### src/rtl/ddr_cmd_pkg.sv
// ddr_cmd_pkg: refresh sequencer state encoding and DDR3 {ras,cas,we} command encodings
package ddr_cmd_pkg;
  typedef enum logic [2:0] {IDLE, REQ, PRE, WAIT_RP, REF, WAIT_RFC} ref_state_t;
  typedef logic [2:0] ddr_cmd_t;
  localparam ddr_cmd_t CMD_NOP     = 3'b000;
  localparam ddr_cmd_t CMD_PRE_ALL = 3'b101;
  localparam ddr_cmd_t CMD_REF     = 3'b110;
endpackage

### src/rtl/ddr_refresh_sequencer_if.sv
// ddr_refresh_sequencer_if: refresh request, arbiter handshake and command-bus signals
// master: the refresh sequencer; slave: request counter, arbiter and PHY command mux
interface ddr_refresh_sequencer_if;
  logic en, want, need, banks_open, bus_grant;
  logic grant, bus_rq, bus_urgent, bus_own;
  logic cmd_en, cmd_ras, cmd_cas, cmd_we, cmd_a10;
  modport master (
    input  en, want, need, banks_open, bus_grant,
    output grant, bus_rq, bus_urgent, bus_own, cmd_en, cmd_ras, cmd_cas, cmd_we, cmd_a10
  );
  modport slave (
    output en, want, need, banks_open, bus_grant,
    input  grant, bus_rq, bus_urgent, bus_own, cmd_en, cmd_ras, cmd_cas, cmd_we, cmd_a10
  );
endinterface

### src/rtl/ddr_cmd_timer.sv
// ddr_cmd_timer: loadable down-counter that stops at zero and flags it
// ports: clk, rst (async), i_load/i_val load, o_zero while count is 0
module ddr_cmd_timer #(
  parameter int CNTR_W = 8
) (
  input  logic              clk,
  input  logic              rst,
  input  logic              i_load,
  input  logic [CNTR_W-1:0] i_val,
  output logic              o_zero
);
  logic [CNTR_W-1:0] r_cnt;
  assign o_zero = r_cnt == '0;
  always_ff @(posedge clk or posedge rst)
    if (rst) r_cnt <= '0;
    else if (i_load) r_cnt <= i_val;
    else if (!o_zero) r_cnt <= r_cnt - 1'b1;
endmodule

### src/rtl/ddr_refresh_sequencer.sv
// ddr_refresh_sequencer: arbitrates for the command bus, closes banks, issues REFRESH and holds tRFC
// ports: clk, rst (async, active-high), rif (master modport: request pair, arbiter handshake, command outputs)
module ddr_refresh_sequencer
  import ddr_cmd_pkg::*;
#(
  parameter int T_RP   = 6,
  parameter int T_RFC  = 88,
  parameter int CNTR_W = 8
) (
  input logic                      clk,
  input logic                      rst,
  ddr_refresh_sequencer_if.master  rif
);
  ref_state_t        r_state, w_next;
  logic              w_zero, w_load;
  logic [CNTR_W-1:0] w_load_val;
  ddr_cmd_t          w_cmd;
  logic              r_grant, r_bus_rq, r_bus_urgent, r_bus_own, r_cmd_en, r_a10;
  ddr_cmd_t          r_cmd;
  // timer is loaded on entry to PRE/REF and counts through that cycle too,
  // so the following wait state exits exactly T_RP/T_RFC cycles after the command
  always_comb begin
    w_next = r_state;
    case (r_state)
      IDLE:     w_next = rif.en && rif.want ? REQ : IDLE;
      REQ:      w_next = rif.bus_grant ? (rif.banks_open ? PRE : REF) : (rif.en ? REQ : IDLE);
      PRE:      w_next = WAIT_RP;
      WAIT_RP:  w_next = w_zero ? REF : WAIT_RP;
      REF:      w_next = WAIT_RFC;
      WAIT_RFC: w_next = !w_zero ? WAIT_RFC : (rif.en && rif.want && rif.need ? REF : IDLE);
      default:  w_next = IDLE;
    endcase
  end
  assign w_load     = w_next == PRE || w_next == REF;
  assign w_load_val = w_next == PRE ? CNTR_W'(T_RP - 1) : CNTR_W'(T_RFC - 1);
  assign w_cmd      = w_next == PRE ? CMD_PRE_ALL : w_next == REF ? CMD_REF : CMD_NOP;
  ddr_cmd_timer #(.CNTR_W(CNTR_W)) u_timer (
    .clk    (clk),
    .rst    (rst),
    .i_load (w_load),
    .i_val  (w_load_val),
    .o_zero (w_zero)
  );
  always_ff @(posedge clk or posedge rst)
    if (rst) begin
      r_state      <= IDLE;
      r_grant      <= 1'b0;
      r_bus_rq     <= 1'b0;
      r_bus_urgent <= 1'b0;
      r_bus_own    <= 1'b0;
      r_cmd_en     <= 1'b0;
      r_a10        <= 1'b0;
      r_cmd        <= CMD_NOP;
    end else begin
      r_state      <= w_next;
      r_grant      <= w_next == REF;
      r_bus_rq     <= w_next == REQ;
      r_bus_urgent <= w_next == REQ && rif.need;
      r_bus_own    <= w_next inside {PRE, WAIT_RP, REF, WAIT_RFC};
      r_cmd_en     <= w_load;
      r_a10        <= w_next == PRE;
      r_cmd        <= w_cmd;
    end
  assign rif.grant      = r_grant;
  assign rif.bus_rq     = r_bus_rq;
  assign rif.bus_urgent = r_bus_urgent;
  assign rif.bus_own    = r_bus_own;
  assign rif.cmd_en     = r_cmd_en;
  assign {rif.cmd_ras, rif.cmd_cas, rif.cmd_we} = r_cmd;
  assign rif.cmd_a10    = r_a10;
endmodule

### src/flat_wrapper.sv
// flat-port wrapper written by rule: the top's interface ports become plain ports
module ddr_refresh_sequencer_flat import ddr_cmd_pkg::*;
#(
  parameter int T_RP   = 6,
  parameter int T_RFC  = 88,
  parameter int CNTR_W = 8
)
  (clk, rst, rif_en, rif_want, rif_need, rif_banks_open, rif_bus_grant, rif_grant, rif_bus_rq, rif_bus_urgent, rif_bus_own, rif_cmd_en, rif_cmd_ras, rif_cmd_cas, rif_cmd_we, rif_cmd_a10);
  ddr_refresh_sequencer_if rif_i ();
  input logic clk;
  input logic rst;
  input wire logic [$bits(rif_i.en)-1:0] rif_en;
  input wire logic [$bits(rif_i.want)-1:0] rif_want;
  input wire logic [$bits(rif_i.need)-1:0] rif_need;
  input wire logic [$bits(rif_i.banks_open)-1:0] rif_banks_open;
  input wire logic [$bits(rif_i.bus_grant)-1:0] rif_bus_grant;
  output wire logic [$bits(rif_i.grant)-1:0] rif_grant;
  output wire logic [$bits(rif_i.bus_rq)-1:0] rif_bus_rq;
  output wire logic [$bits(rif_i.bus_urgent)-1:0] rif_bus_urgent;
  output wire logic [$bits(rif_i.bus_own)-1:0] rif_bus_own;
  output wire logic [$bits(rif_i.cmd_en)-1:0] rif_cmd_en;
  output wire logic [$bits(rif_i.cmd_ras)-1:0] rif_cmd_ras;
  output wire logic [$bits(rif_i.cmd_cas)-1:0] rif_cmd_cas;
  output wire logic [$bits(rif_i.cmd_we)-1:0] rif_cmd_we;
  output wire logic [$bits(rif_i.cmd_a10)-1:0] rif_cmd_a10;
  assign rif_i.en = rif_en;
  assign rif_i.want = rif_want;
  assign rif_i.need = rif_need;
  assign rif_i.banks_open = rif_banks_open;
  assign rif_i.bus_grant = rif_bus_grant;
  assign rif_grant = rif_i.grant;
  assign rif_bus_rq = rif_i.bus_rq;
  assign rif_bus_urgent = rif_i.bus_urgent;
  assign rif_bus_own = rif_i.bus_own;
  assign rif_cmd_en = rif_i.cmd_en;
  assign rif_cmd_ras = rif_i.cmd_ras;
  assign rif_cmd_cas = rif_i.cmd_cas;
  assign rif_cmd_we = rif_i.cmd_we;
  assign rif_cmd_a10 = rif_i.cmd_a10;
  ddr_refresh_sequencer #(.T_RP(T_RP), .T_RFC(T_RFC), .CNTR_W(CNTR_W)) u_core (.clk(clk), .rst(rst), .rif(rif_i));
endmodule
### config.mk
export PLATFORM = sky130hd
export DESIGN_NAME = ddr_refresh_sequencer_flat
export DESIGN_NICKNAME = d
export VERILOG_FILES = /design/src/rtl/ddr_cmd_pkg.sv /design/src/rtl/ddr_refresh_sequencer_if.sv /design/src/rtl/ddr_cmd_timer.sv /design/src/rtl/ddr_refresh_sequencer.sv /design/src/flat_wrapper.sv
export SDC_FILE = /design/constraint.sdc
export NUM_CORES = 1
export LEC_CHECK = 0
export CAP_MARGIN = 30
export CORE_ASPECT_RATIO = 1.25
export CORE_MARGIN = 8
export CORE_UTILIZATION = 48
export DETAILED_ROUTE_END_ITERATION = 7
export GPL_ROUTABILITY_DRIVEN = 0
export PLACE_DENSITY = 0.73
export SLEW_MARGIN = 30
export SYNTH_ARGS = -nofsm -noshare
export SYNTH_HDL_FRONTEND = slang
export SYNTH_SLANG_ARGS = --single-unit
### constraint.sdc
create_clock -name clk -period 2.17 [get_ports clk]
set_clock_uncertainty 0.2 [all_clocks]
set_input_delay 0.3255 -clock clk [delete_from_list [all_inputs] [get_ports clk]]
set_output_delay 0.3255 -clock clk [all_outputs]
set_load 0.02 [all_outputs]
==> impl_metrics.csv, run 1 <==
group,metric,value,unit
run_status,run_status,"completed",
detailed_routing,drt_pass1_iterations,4,
detailed_routing,postRouteAntennaNets,0,
synth,ys_seq_area_share,45.21,%
cells_and_area,final_common_cell,"dfrtp_1",
synth,synth_nets,97,
sta,post-route-min-period,2.084,ns
setup_path,criticalPathCategory,"reg -> reg",
synth,yosysWarnings,0,
sta,setup_ws,0.08560,ns
setup_path,startpoint,"u_core.u_timer.r_cnt[1]$_DFFE_PP0P_",
grt,grt_pass1_vias,727,
sta,rsz0062_at_grt,"true",
clock_tree,holdBufCountCts,0,
cells_and_area,fill_cells,154,
cells_and_area,syn_to_final_growth,25.40,%
setup_path,worstPathRequired,2.20,ns
cells_and_area,regArea,425.4,sq um
sta,fmaxAchievable,479.8,MHz
sta,worst_pin_slew,0.6093,ns
synth,avgSynthCellArea,10.57,sq um
setup_path,worstPathArrival,2.11,ns
die,die_w,55.60,um
detailed_routing,vias,759,
setup_path,crit_fanout,8,
detailed_routing,wl_per_cell,15.14,um
hold_path,holdCritPathClass,"in -> async",
setup_path,r2r-end,"u_core.u_timer.r_cnt[4]$_DFFE_PP0P_",
die,die_h,65.50,um
cells_and_area,drive_gt1_share,21.30,%
setup_path,cp_slowest_stage_delay,0.41,ns
die,core,1914,sq um
pwr,p_per_area,1202,nW/um^2
setup_path,ff2ff_path_depth,7,
sta,finalCritPeriodShare,96.06,%
die,die-area,3642,sq um
grt,grt_max_degree,18,
placement,dp_hpwl,1438,um
clock_tree,path_clk_slew,0.10,ns
setup_path,path_cells,"inv_1 -> ha_1 -> nor3b_4 -> nand2_2 -> o221a_2 -> buf_12 -> o22ai_2",
pwr,ir_worst_vdd,0.7329,mV
setup_path,start_kind,"flip-flop",
synth,synthCells,89,
detailed_routing,drc_errors,0,
clock_tree,clockRootBuffer,"clkbuf_4",
placement,post-place-ws,0.03124,ns
synth,synth_top_area_share,45.21,%
run,drv_cap,0,
synth,yosysUniqueCellTypes,39,
sta,hold_viol_final,0,
die,io_pins,16,
detailed_routing,drtIter0Drc,34,
setup_path,cp-end-kind,"flip-flop",
placement,place_inst,123,
die,start_util,49.15,%
clock_tree,cts.sinks,17,
grt,globalRouteOverflowTotal,0,
clock_tree,clockBufferDepth,2,
cells_and_area,multi_input_area,457.9,sq um
sta,totalNegativeSetupSlack,0,ns
synth,syn_area,940.9,sq um
placement,numPortBuffers,15,
cells_and_area,fin_cells,128,
clock_tree,cts_made_buffers,3,
sta,setup_viol,0,
detailed_routing,vias_per_cell,5.930,
clock_tree,cts_tree,"yes",
synth,synth_top_cell_by_area,"dfrtp_1",
setup_path,crit_path_end,"u_core.u_timer.r_cnt[4]$_DFFE_PP0P_",
pwr,leakage,0.4923,nW
synth,synthTopCellsByArea,"dfrtp_1 (45%), o22ai_2 (4.0%), mux2i_1 (3.2%)",
die,fp-row-count,18,
sta,maxSlewHeadroom,59.34,%
synth,ys_seq_elements,17,
grt,grt_pass1_wl,3298,um
setup_path,crit_slowest_cell,"dfrtp_1",
grt,track_usage,10.99,%
setup_path,rrSetupSlack,0.09,ns
clock_tree,insertion_delay,0.31,ns
cells_and_area,final_nets,117,
cells_and_area,n_antenna_cell,0,
cells_and_area,layout_common_cells,"dfrtp_1 (17), clkdlybuf4s50_1 (15), inv_1 (8)",
sta,slew_violations,0,
grt,antenna_found_initial,0,
clock_tree,h-tree-depth,1,
detailed_routing,wl,1938,um
setup_path,reg2reg_from,"u_core.u_timer.r_cnt[1]$_DFFE_PP0P_",
==> cells by family (layout without fill, tap and decap cells) <==
logic type      count (synthesis)  in the layout  synth area share [%]
mux                             3              3                 3.192
compound gates                 23             23                 20.61
buf+inv                        16             35                 8.644
xor+xnor                        3              3                 2.793
fa+ha+maj                       1              1                 1.330
flops                          17             17                 45.21
simple gates                   26             26                 18.22
==> stage by stage <==
stage / power, W / area (sq um) / utilization [%] / hold WS [ns]
CTS: 0.001378 / 1149 / 60.00 / 0.2244
detailed placement: 0.001209 / 1121 / 58.56 / 0.3697
finish: 0.001418 / 1180 / 61.63 / 0.1845
global placement: 0.001198 / 1121 / 58.56 / 0.3479
global route: 0.001522 / 1180 / 61.63 / 0.2702
floorplan: 0.0009893 / 940.9 / - / 0.05157
==> worst min path at each step <==
stage	startpoint	end	slack (ns)	cells after the start
after floorplan	rst	u_core.r_cmd[0]$_DFF_PP0_	0.05	1
after global placement	u_core.r_state[1]$_DFF_PP0_	u_core.rif.bus_rq$_DFF_PP0_	0.35	1
after detailed placement	u_core.r_state[1]$_DFF_PP0_	u_core.rif.bus_rq$_DFF_PP0_	0.37	1
after CTS	rst	u_core.u_timer.r_cnt[2]$_DFFE_PP0P_	0.22	2
after global routing	rst	u_core.u_timer.r_cnt[2]$_DFFE_PP0P_	0.27	2
final	rst	u_core.u_timer.r_cnt[2]$_DFFE_PP0P_	0.18	2
==> worst max-delay path: cells and delay by family, from the launching register on <==
kind / cells / cell delay [ns]
AO/OA/AOI/OAI: 2 / 0.47
adder cells (fa/ha/maj): 1 / 0.19
buffers and inverters: 2 / 0.21
AND/OR/NAND/NOR: 2 / 0.53
flip-flops: 1 / 0.41
==> final cells by class <==
class	count	share of cell area (%)
Clock buffer	3	1.909
Clock inverter	1	0.4242
Sequential cell	17	36.06
Timing Repair Buffer	20	16.97
Multi-Input combinational cell	56	38.81
Tap cell	20	2.121
Inverter	11	3.712
==> state kept, by name, indices dropped and copies added, names as in the netlist <==
signal / count
u_core.r_state: 3
u_core.rif.bus_rq: 1
u_core.rif.bus_own: 1
u_core.u_timer.r_cnt: 8
u_core.r_cmd: 3
u_core.rif.bus_urgent: 1
==> per-layer routing <==
metal  GRT usage [%]  vias up  wire [um]
met5               0        -          0
met4           6.481        0         68
met3           1.927        7         69
met2           19.38       17        976
met1           12.10      373        823
li1                -      362          -
==> synth_stat cells <==
master	number
o32ai_1	1
dfrtp_1	17
a31oi_1	1
nand2_2	1
inv_4	1
o211a_1	1
o221a_2	1
buf_6	1
a211oi_1	4
inv_1	8
nor2_1	2
mux2i_1	3
nor2b_1	3
o22ai_2	3
nand4_1	1
nor4_1	2
nor4_4	1
and2_1	1
clkbuf_1	1
a311oi_1	1
or3b_2	1
a21oi_1	2
a221oi_2	1
nor3b_2	1
o211ai_2	1
nand2_1	2
ha_1	1
xnor2_1	3
a2111oi_0	1
a311o_1	1
nand2b_1	2
or4_1	2
nand3_1	4
o21ai_1	2
nor3_1	2
buf_4	3
o21ai_0	3
and3_1	1
inv_2	2
==> report_power, final <==
group	switching, W	internal, W
clock	0.000105	0.0000690
sequential	0.000124	0.000417
combinational	0.000350	0.000353
total	0.000579	0.000839
==> repair_timing <==
| action | 4_1_cts | 5_1_grt |
|---|---|---|
| endpoints found under the setup margin | 0 | 12 |
| resized for setup | 0 | 3 |
| buffers inserted | 0 | 1 |
| hold endpoints to repair | 0 | 0 |
Note: power is estimated with default switching activity, not from simulation.
==> run 2: changes to the inputs <==
--- a/constraint.sdc
+++ b/constraint.sdc
@@ -4,2 +4,2 @@
 set_output_delay 0.3255 -clock clk [all_outputs]
-set_load 0.02 [all_outputs]
+set_load 0.05 [all_outputs]
==> results of run 2 <==
Same layout as run 1 (identical final DEF). Status: completed.
Main changes from that run: total power 0.001418 W -> 0.001513 W; worst IR drop on VDD 0.7329 mV -> 0.7363 mV
